`src/rtl/hazard_ctl_pkg.sv`:
```
// Shared codes and compare helpers for the pipeline hazard/forwarding controller.
package hazard_ctl_pkg;

  localparam logic [2:0] RES_NW  = 3'd0;
  localparam logic [2:0] RES_ALU = 3'd1;
  localparam logic [2:0] RES_DM  = 3'd2;
  localparam logic [2:0] RES_PC  = 3'd3;
  localparam logic [2:0] RES_MD  = 3'd4;

  localparam logic [1:0] FWD_RF = 2'd0;
  localparam logic [1:0] FWD_E  = 2'd1;
  localparam logic [1:0] FWD_M  = 2'd2;
  localparam logic [1:0] FWD_W  = 2'd3;

  localparam logic [1:0] TUSE_NONE = 2'd3;

  // Codes 5-7 are reserved and behave as no-write.
  function automatic logic res_wr(input logic [2:0] res);
    return (res != RES_NW) && (res <= RES_MD);
  endfunction

  function automatic logic [1:0] tnew_e(input logic [2:0] res);
    logic [1:0] t;
    case (res)
      RES_ALU, RES_MD: t = 2'd1;
      RES_DM:          t = 2'd2;
      default:         t = 2'd0;
    endcase
    return t;
  endfunction

  function automatic logic [1:0] tnew_m(input logic [2:0] res);
    return (res == RES_DM) ? 2'd1 : 2'd0;
  endfunction

  function automatic logic reg_match(input logic [4:0] ra, input logic [4:0] wa,
                                     input logic [2:0] res);
    return (ra != 5'd0) && (ra == wa) && res_wr(res);
  endfunction

  function automatic logic data_hazard(input logic [4:0] ra, input logic [1:0] tuse,
                                       input logic [4:0] wae, input logic [2:0] rese,
                                       input logic [4:0] wam, input logic [2:0] resm);
    if (tuse == TUSE_NONE) return 1'b0;
    return (reg_match(ra, wae, rese) && (tnew_e(rese) > tuse)) ||
           (reg_match(ra, wam, resm) && (tnew_m(resm) > tuse));
  endfunction

  function automatic logic [1:0] fwd_sel_d(input logic [4:0] ra,
                                           input logic [4:0] wae, input logic [2:0] rese,
                                           input logic [4:0] wam, input logic [2:0] resm,
                                           input logic [4:0] waw, input logic [2:0] resw);
    if (reg_match(ra, wae, rese) && (rese == RES_PC)) return FWD_E;
    if (reg_match(ra, wam, resm) && (tnew_m(resm) == 2'd0)) return FWD_M;
    if (reg_match(ra, waw, resw)) return FWD_W;
    return FWD_RF;
  endfunction

  function automatic logic [1:0] fwd_sel_e(input logic [4:0] ra,
                                           input logic [4:0] wam, input logic [2:0] resm,
                                           input logic [4:0] waw, input logic [2:0] resw);
    if (reg_match(ra, wam, resm) && (tnew_m(resm) == 2'd0)) return FWD_M;
    if (reg_match(ra, waw, resw)) return FWD_W;
    return FWD_RF;
  endfunction

endpackage

```
`src/rtl/md_busy_cnt.sv`:
```
// Mult/div busy counter: loads the unit latency on an accepted start, counts down to idle.
module md_busy_cnt #(
  parameter int unsigned MULT_CYC = 5,
  parameter int unsigned DIV_CYC  = 10
) (
  input  logic clk,
  input  logic rst,
  input  logic mdstartE,
  input  logic mddivE,
  output logic mdbusy
);

  localparam int unsigned MaxCyc = (MULT_CYC > DIV_CYC) ? MULT_CYC : DIV_CYC;
  localparam int unsigned CntW   = $clog2(MaxCyc + 1);

  logic [CntW-1:0] cnt_q, cnt_d;

  // A start while the unit is still busy is dropped.
  always_comb begin
    cnt_d = cnt_q;
    if (cnt_q == '0) begin
      if (mdstartE) cnt_d = mddivE ? CntW'(DIV_CYC) : CntW'(MULT_CYC);
    end else begin
      cnt_d = cnt_q - CntW'(1);
    end
  end

  always_ff @(posedge clk or negedge rst) begin
    if (!rst) cnt_q <= '0;
    else      cnt_q <= cnt_d;
  end

  assign mdbusy = (cnt_q != '0);

endmodule

```
`src/rtl/hazard_ctl.sv`:
```
// Hazard and forwarding controller for the 5-stage pipeline: stalls, bubbles, forward selects,
// mult/div busy tracking and a saturating stall-cycle counter.
module hazard_ctl
  import hazard_ctl_pkg::*;
#(
  parameter int unsigned MULT_CYC = 5,
  parameter int unsigned DIV_CYC  = 10,
  parameter int unsigned CNT_W    = 16
) (
  input  logic             clk,
  input  logic             rst,
  input  logic [4:0]       ra1D,
  input  logic [4:0]       ra2D,
  input  logic [1:0]       tuse1D,
  input  logic [1:0]       tuse2D,
  input  logic             mdD,
  input  logic [4:0]       ra1E,
  input  logic [4:0]       ra2E,
  input  logic [4:0]       waE,
  input  logic [2:0]       resE,
  input  logic             mdstartE,
  input  logic             mddivE,
  input  logic [4:0]       ra2M,
  input  logic [4:0]       waM,
  input  logic [2:0]       resM,
  input  logic [4:0]       waW,
  input  logic [2:0]       resW,
  input  logic             DEMWclr,
  output logic             stallD,
  output logic             Eclr,
  output logic [1:0]       fwdRsD,
  output logic [1:0]       fwdRtD,
  output logic [1:0]       fwdRsE,
  output logic [1:0]       fwdRtE,
  output logic             fwdRtM,
  output logic             mdbusy,
  output logic [CNT_W-1:0] stallcnt
);

  logic             data_stall;
  logic             md_stall;
  logic [CNT_W-1:0] stallcnt_q, stallcnt_d;

  md_busy_cnt #(
    .MULT_CYC (MULT_CYC),
    .DIV_CYC  (DIV_CYC)
  ) u_md_busy_cnt (
    .clk      (clk),
    .rst      (rst),
    .mdstartE (mdstartE),
    .mddivE   (mddivE),
    .mdbusy   (mdbusy)
  );

  always_comb begin
    data_stall = data_hazard(ra1D, tuse1D, waE, resE, waM, resM) |
                 data_hazard(ra2D, tuse2D, waE, resE, waM, resM);
    // The start cycle itself counts as busy for a waiting HI/LO access.
    md_stall   = mdD & (mdbusy | mdstartE);
    stallD     = (data_stall | md_stall) & ~DEMWclr;
    Eclr       = stallD | DEMWclr;

    fwdRsD = fwd_sel_d(ra1D, waE, resE, waM, resM, waW, resW);
    fwdRtD = fwd_sel_d(ra2D, waE, resE, waM, resM, waW, resW);
    fwdRsE = fwd_sel_e(ra1E, waM, resM, waW, resW);
    fwdRtE = fwd_sel_e(ra2E, waM, resM, waW, resW);
    fwdRtM = reg_match(ra2M, waW, resW);
  end

  always_comb begin
    stallcnt_d = stallcnt_q;
    if (stallD && (stallcnt_q != '1)) stallcnt_d = stallcnt_q + CNT_W'(1);
  end

  always_ff @(posedge clk or negedge rst) begin
    if (!rst) stallcnt_q <= '0;
    else      stallcnt_q <= stallcnt_d;
  end

  assign stallcnt = stallcnt_q;

endmodule
```
`config.mk`:
```
export PLATFORM = sky130hd
export DESIGN_NAME = hazard_ctl
export DESIGN_NICKNAME = d
export VERILOG_FILES = /design/src/rtl/hazard_ctl_pkg.sv /design/src/rtl/md_busy_cnt.sv /design/src/rtl/hazard_ctl.sv
export SDC_FILE = /design/constraint.sdc
export NUM_CORES = 1
export LEC_CHECK = 0
export CORE_UTILIZATION = 60
export DETAILED_ROUTE_END_ITERATION = 16
export DONT_BUFFER_PORTS = 1
export GPL_TIMING_DRIVEN = 0
export PLACE_DENSITY = 0.83
export RECOVER_POWER = 25
export SYNTH_ARGS = -nofsm -noshare
export SYNTH_HDL_FRONTEND = slang
export SYNTH_SLANG_ARGS = --single-unit
```
`constraint.sdc`:
```
create_clock -name clk -period 2.9 [get_ports clk]
set_input_delay 0.58 -clock clk [delete_from_list [all_inputs] [get_ports clk]]
set_output_delay 0.58 -clock clk [all_outputs]
set_load 0.01 [all_outputs]
```
==> flow_metrics.py, run 1 <==
metrics = {
    "critical_path": {
        "critical-path-slowest-cell": "dfrtp_1",
        "cp_data_required_time_ps": 2320,
        "reg2reg_setup_slack_ps": 310,
        "path_class": "flip-flop to output pin",
        "crit_path_start_kind": "flip-flop",
        "critPathTopFamily": "compound AO/OA/AOI/OAI gates",
        "crit_chain": "inv_2 -> ha_4 -> nand3b_1 -> o21ai_2 -> o31ai_4 -> a211oi_4 -> buf_6 -> nand2b_1",
        "worstPathArrival_ps": 2200,
        "crit_path_max_fanout": 8,
        "max_stage_delay_ps": 430,
        "endpoint_kind": "output pin",
        "critPathBufInv": 2,
    },
    "yosys": {
        "syn_area_per_cell_um2": 8.86,
        "synthTopCellsByArea": "dfrtp_1 (23%), xor2_1 (19%), xnor2_1 (9.0%)",
        "synthTopCellsByCount": "xor2_1 (47), xnor2_1 (22), dfrtp_1 (20)",
        "synth_top_area_cell": "dfrtp_1",
        "syn_nets": 310,
        "synth_flop_cell": "dfrtp_1",
        "ys_warn_count": 0,
        "ys_seq_area_share_pct": 23.3,
        "async_flop_share_pct": 100,
        "synth_most_common_cell": "xor2_1",
        "synth.distinct_cells": 47,
        "synth_edf_count": 0,
        "ys_ff_latch": 20,
        "synth_area_um2": 2150,
        "synth_cells": 243,
        "yosysTopAreaCellShare_pct": 23.3,
    },
    "clock_network": {
        "cts.reportedPaths.clkPinSlew_ps": 130,
        "clockBufferDepth": 2,
        "clockRootBuffer": "clkbuf_4",
        "cts.sinks": 20,
        "cts_max_level": 1,
        "clk_latency_ps": 310,
        "cts_inserted_buffers": 3,
        "cts_tree": "yes",
    },
    "finish": {
        "drive_gt1_share_pct": 13.8,
        "antenna_cells": 0,
        "final_nets": 322,
        "syn2layout_area_growth_pct": 8.66,
        "final_cells": 300,
        "fin_area_um2": 2340,
        "fillCellCount": 280,
    },
    "die": {
        "start_util_pct": 63.5,
        "coreArea_um2": 3390,
        "rows": 21,
        "ios": 87,
        "die_w_um": 61.9,
        "dieHeight_um": 61.9,
        "die_area_um2": 3830,
    },
    "power": {
        "p_total_mw": 1.12,
        "p_per_area_nw_per_um2": 478,
        "p_leak_nw": 0.943,
        "max-vdd-ir-drop_uv": 331,
    },
    "drt": {
        "dr.first_iter.drc_count": 132,
        "wire_per_inst_um": 16.7,
        "via_count": 1887,
        "firstDrtPassIters": 6,
        "ant_nets": 0,
        "wirelength_um": 5000,
        "post_drt_via_cell_ratio": 6.29,
        "route.detailed.drc": 0,
    },
    "job": {
        "cap_violations": 0,
    },
    "sta": {
        "setup_viol": 0,
        "fin_worst_skew_ps": 13.1,
        "layout_setup_ws_ps": 118,
        "max-slew-margin-rel_pct": 39.2,
        "hold_violations": 0,
        "finalCritPeriodShare_pct": 95.9,
        "fin_setup_tns_ps": 0,
        "slew_violations": 0,
        "fmax_mhz": 359,
        "min_period_ps": 2780,
        "tightest_slew_ps": 910,
    },
    "grt": {
        "antenna_found_initial": 0,
        "overflow": 0,
        "grt_use_total_pct": 26.0,
        "grt_max_degree": 21,
        "grt_pass1_vias": 1746,
        "grt_pass1_wl_um": 7470,
    },
    "place": {
        "pre_cts_ws_ps": -133,
        "io_buffers": 0,
        "dp_hpwl_um": 3920,
        "place_area_um2": 2210,
        "dp_cells": 289,
        "gp_routability_congestion": 0.779,
    },
    "min_path": {
        "hold_class": "input pin to flip-flop",
    },
    "outcome": {
        "status": "finished clean",
    },
}
-- worst paths after layout --
path	startpoint	end	depth (start not counted)
worst max register to register	stallcnt[3]	stallcnt[15]	7
max in group asynchronous	rst	stallcnt[15]	1
worst min register to register	u_md_busy_cnt.cnt_q[3]	u_md_busy_cnt.cnt_q[3]	1
worst max-delay path	u_md_busy_cnt.cnt_q[1]	Eclr	8
min in group asynchronous	rst	stallcnt[11]	1
worst min-delay path	mdstartE	u_md_busy_cnt.cnt_q[1]	2
-- cells by family after synthesis --
logic type	after synthesis	share of synthesized area (%)
simple gates	100	29.9
flops	20	23.3
compound gates	27	9.13
fa+ha+maj	8	4.65
xor+xnor	69	28.1
mux	4	2.03
buf+inv	15	2.97
-- sequential cells by signal, summed over array words and instances, names as in the netlist --
signal,flops
u_md_busy_cnt.cnt_q,4
stallcnt,16
-- power breakdown --
part	internal, mW	switching [mW]
clock network	0.140	0.0939
logic	0.205	0.213
registers	0.351	0.115
-- worst reg2reg max path, cell delays in order, from the launching register on --
cell and delay (ps):
dfrtp_1 520, and4_1 300, nand4_1 260, nor3_2 610
nand4b_1 310, or2_2 230, nor4_2 70, xor2_1 170
-- layer usage --
metal | up-vias | track usage, % | routed length (µm)
met5 | - | 0 | 0
met4 | 0 | 2.86 | 32
met3 | 4 | 7.25 | 364
met2 | 84 | 46.2 | 2510
met1 | 903 | 32.2 | 2090
li1 | 896 | - | -
-- area by class of cell --
cell class | instances | area (µm²) | area share [%]
clock buffers | 3 | 22.5 | 0.963
repair buffers | 7 | 55.1 | 2.35
plain buffers | 8 | 37.5 | 1.61
well taps | 46 | 57.6 | 2.46
clock inverters | 1 | 30.0 | 1.28
inverters | 7 | 26.3 | 1.12
flip-flops and latches | 20 | 500 | 21.4
multi-input cells | 208 | 1610 | 68.8
-- timing repair --
action,in CTS,in global routing
gates resized for setup,2,5
hold buffers,1,0
buffers inserted,1,5
endpoints found under the hold margin,20,0
pin swaps,1,3
endpoints found under the setup margin,2,2
-- metrics by stage --
step           util, %  hold WS, ps
6_report          69.0          499
5_1_grt           69.0          484
4_1_cts           67.4          500
3_5_place_dp      65.2          285
3_3_place_gp      65.2          285
2_1_floorplan        -          284
-- cell usage in the layout (no fill, tap or decap), types with 2 or more instances in the layout --
master and count:
xor2_1 47, xnor2_1 22, dfrtp_1 20, nor3_1 14
nand2_1 13, nor2_1 12, nor4_1 10, nand4_1 9
nand3_1 7, a21oi_1 7, o21ai_0 7, ha_1 7
clkbuf_1 6, buf_4 6, inv_1 5, nor4_2 4
nand3b_1 3, and3_1 3, or4_1 3, nand2b_1 3
nor4b_1 3, clkbuf_4 3, inv_2 2, o21a_1 2
nor2b_1 2, or3_1 2, a21bo_2 2, nor3_2 2
nor4b_2 2, mux2_2 2
(Power assumes the default switching activity.)
==> run 2, diff against run 1 <==
- REMOVE_ABC_BUFFERS: default -> 1
==> flow_metrics.py, run 2 (same netlist as run 1, synthesis figures left out) <==
metrics = {
    "finish": {
        "register_area_um2": 500,
        "syn2layout_area_growth_pct": 4.77,
        "drive_gt1_share_pct": 11.9,
        "antenna_cells": 0,
        "fin_util_pct": 66.5,
        "fillCellCount": 271,
        "final_nets": 312,
        "largest_register_ffs": 16,
        "fin_area_um2": 2250,
        "final_cell_mix": "xor2_1 (47), xnor2_1 (22), dfrtp_1 (20), nor3_1 (14), nand2_1 (13)",
        "multi_input_area_um2": 1590,
        "final_common_cell": "xor2_1",
    },
    "job": {
        "cap_violations": 0,
    },
    "critical_path": {
        "critical-path-slowest-cell": "dfrtp_1",
        "crit_path_max_fanout": 5,
        "cp_data_required_time_ps": 2320,
        "reg2reg_from": "stallcnt[3]",
        "critPathLaunch": "u_md_busy_cnt.cnt_q[0]",
        "max_stage_delay_ps": 430,
        "worstPathArrival_ps": 2140,
        "reg2reg_setup_slack_ps": 370,
        "crit_path_start_kind": "flip-flop",
        "path_class": "flip-flop to output pin",
        "endpoint_kind": "output pin",
        "crit_chain": "inv_1 -> ha_2 -> nand3b_1 -> o21ai_2 -> o31ai_4 -> a211oi_4 -> buf_4 -> nand2b_1",
    },
    "die": {
        "ios": 87,
        "dieHeight_um": 61.9,
        "rows": 21,
        "coreArea_um2": 3390,
        "die_w_um": 61.9,
        "die_area_um2": 3830,
        "start_util_pct": 63.5,
    },
    "power": {
        "p_leak_nw": 0.911,
        "max-vdd-ir-drop_uv": 208,
        "p_per_area_nw_per_um2": 436,
    },
    "outcome": {
        "status": "finished clean",
    },
    "sta": {
        "min_period_ps": 2720,
        "hold_slack_ps": 448,
        "fmax_mhz": 367,
        "tightest_slew_ps": 898,
        "max-slew-margin-rel_pct": 39.9,
        "finalCritPeriodShare_pct": 93.9,
        "slew_violations": 0,
        "hold_violations": 0,
        "setup_viol": 0,
        "fin_worst_skew_ps": 4.55,
    },
    "grt": {
        "grt_use_total_pct": 24.3,
        "overflow": 0,
        "grt_max_degree": 21,
        "grt_pass1_wl_um": 6930,
        "antenna_found_initial": 0,
        "grt_pass1_vias": 1686,
    },
    "min_path": {
        "hold_class": "input pin to flip-flop",
        "worstHoldStart": "DEMWclr",
    },
    "drt": {
        "firstDrtPassIters": 4,
        "via_count": 1781,
        "ant_nets": 0,
        "dr.first_iter.drc_count": 99,
        "wirelength_um": 4690,
        "wire_per_inst_um": 16.2,
        "post_drt_via_cell_ratio": 6.14,
        "route.detailed.drc": 0,
    },
    "clock_network": {
        "cts_tree": "yes",
        "cts_inserted_buffers": 3,
        "cts.sinks": 20,
        "cts.reportedPaths.clkPinSlew_ps": 110,
        "clockRootBuffer": "clkbuf_4",
        "cts_max_level": 1,
        "clockBufferDepth": 2,
        "clk_latency_ps": 310,
    },
    "place": {
        "io_buffers": 0,
        "place_area_um2": 2170,
        "gp_routability_congestion": 0.801,
        "dp_hpwl_um": 3670,
    },
}
[run 2: cell count changes in the layout (fill, tap and decap cells not counted), moves of 2 or more]
cell	delta
buf_4	-2
inv_1	+2
inv_2	-2
clkbuf_1	-6
[run 2: critical path: cells and delay by family (launching register included)]
family / cells / cell delay (ps)
and+or+nand+nor: 2 / 360
buffers and inverters: 2 / 250
DFF: 1 / 430
AOI/OAI and AO/OA: 3 / 590
adders and majority gates: 1 / 210
[run 2: power breakdown]
part	internal, mW	switching, mW
clock	0.0767	0.0859
sequential	0.351	0.117
combinational	0.174	0.178
[run 2: area by class of cell]
cell class,count,area share (%)
inverters,7,1.17
multi-input cells,208,70.7
well taps,46,2.55
flip-flops and latches,20,22.2
clock buffers,4,1.61
repair buffers,5,1.78
[run 2: timing repair]
item | CTS | global route
cloned | 0 | 0
endpoints found under the hold margin | 20 | 0
buffers inserted | 4 | 0
endpoints found under the setup margin | 2 | 2
pin swaps | 1 | 2
gates resized for setup | 1 | 2
hold buffers | 1 | 0
[run 2: metrics by stage]
stage	setup TNS, ps	worst slack (ps)	total power [mW]	instances
6_report	0	176	0.984	290
5_1_grt	-0.165	-0.165	1.07	290
4_1_cts	0	101	0.979	290
3_5_place_dp	-1240	-361	0.797	281
3_3_place_gp	-1380	-372	0.778	281
2_1_floorplan	-73.0	-54.9	0.724	235
[run 2: worst paths after layout]
path | endpoint | depth (start not counted)
max | Eclr | 8
max in group asynchronous | stallcnt[13] | 1
max reg2reg | stallcnt[11] | 7
min in group asynchronous | u_md_busy_cnt.cnt_q[2] | 1
min | stallcnt[5] | 2
min reg2reg | u_md_busy_cnt.cnt_q[3] | 1
[run 2: metal layers]
layer  vias up  GRT usage, %  share of wire (%)
li1        876             -                  -
met1       828          27.0                 41
met4         0          8.89                1.1
met5         -             0                  0
met2        73          43.8                 51
met3         4          7.04                7.2
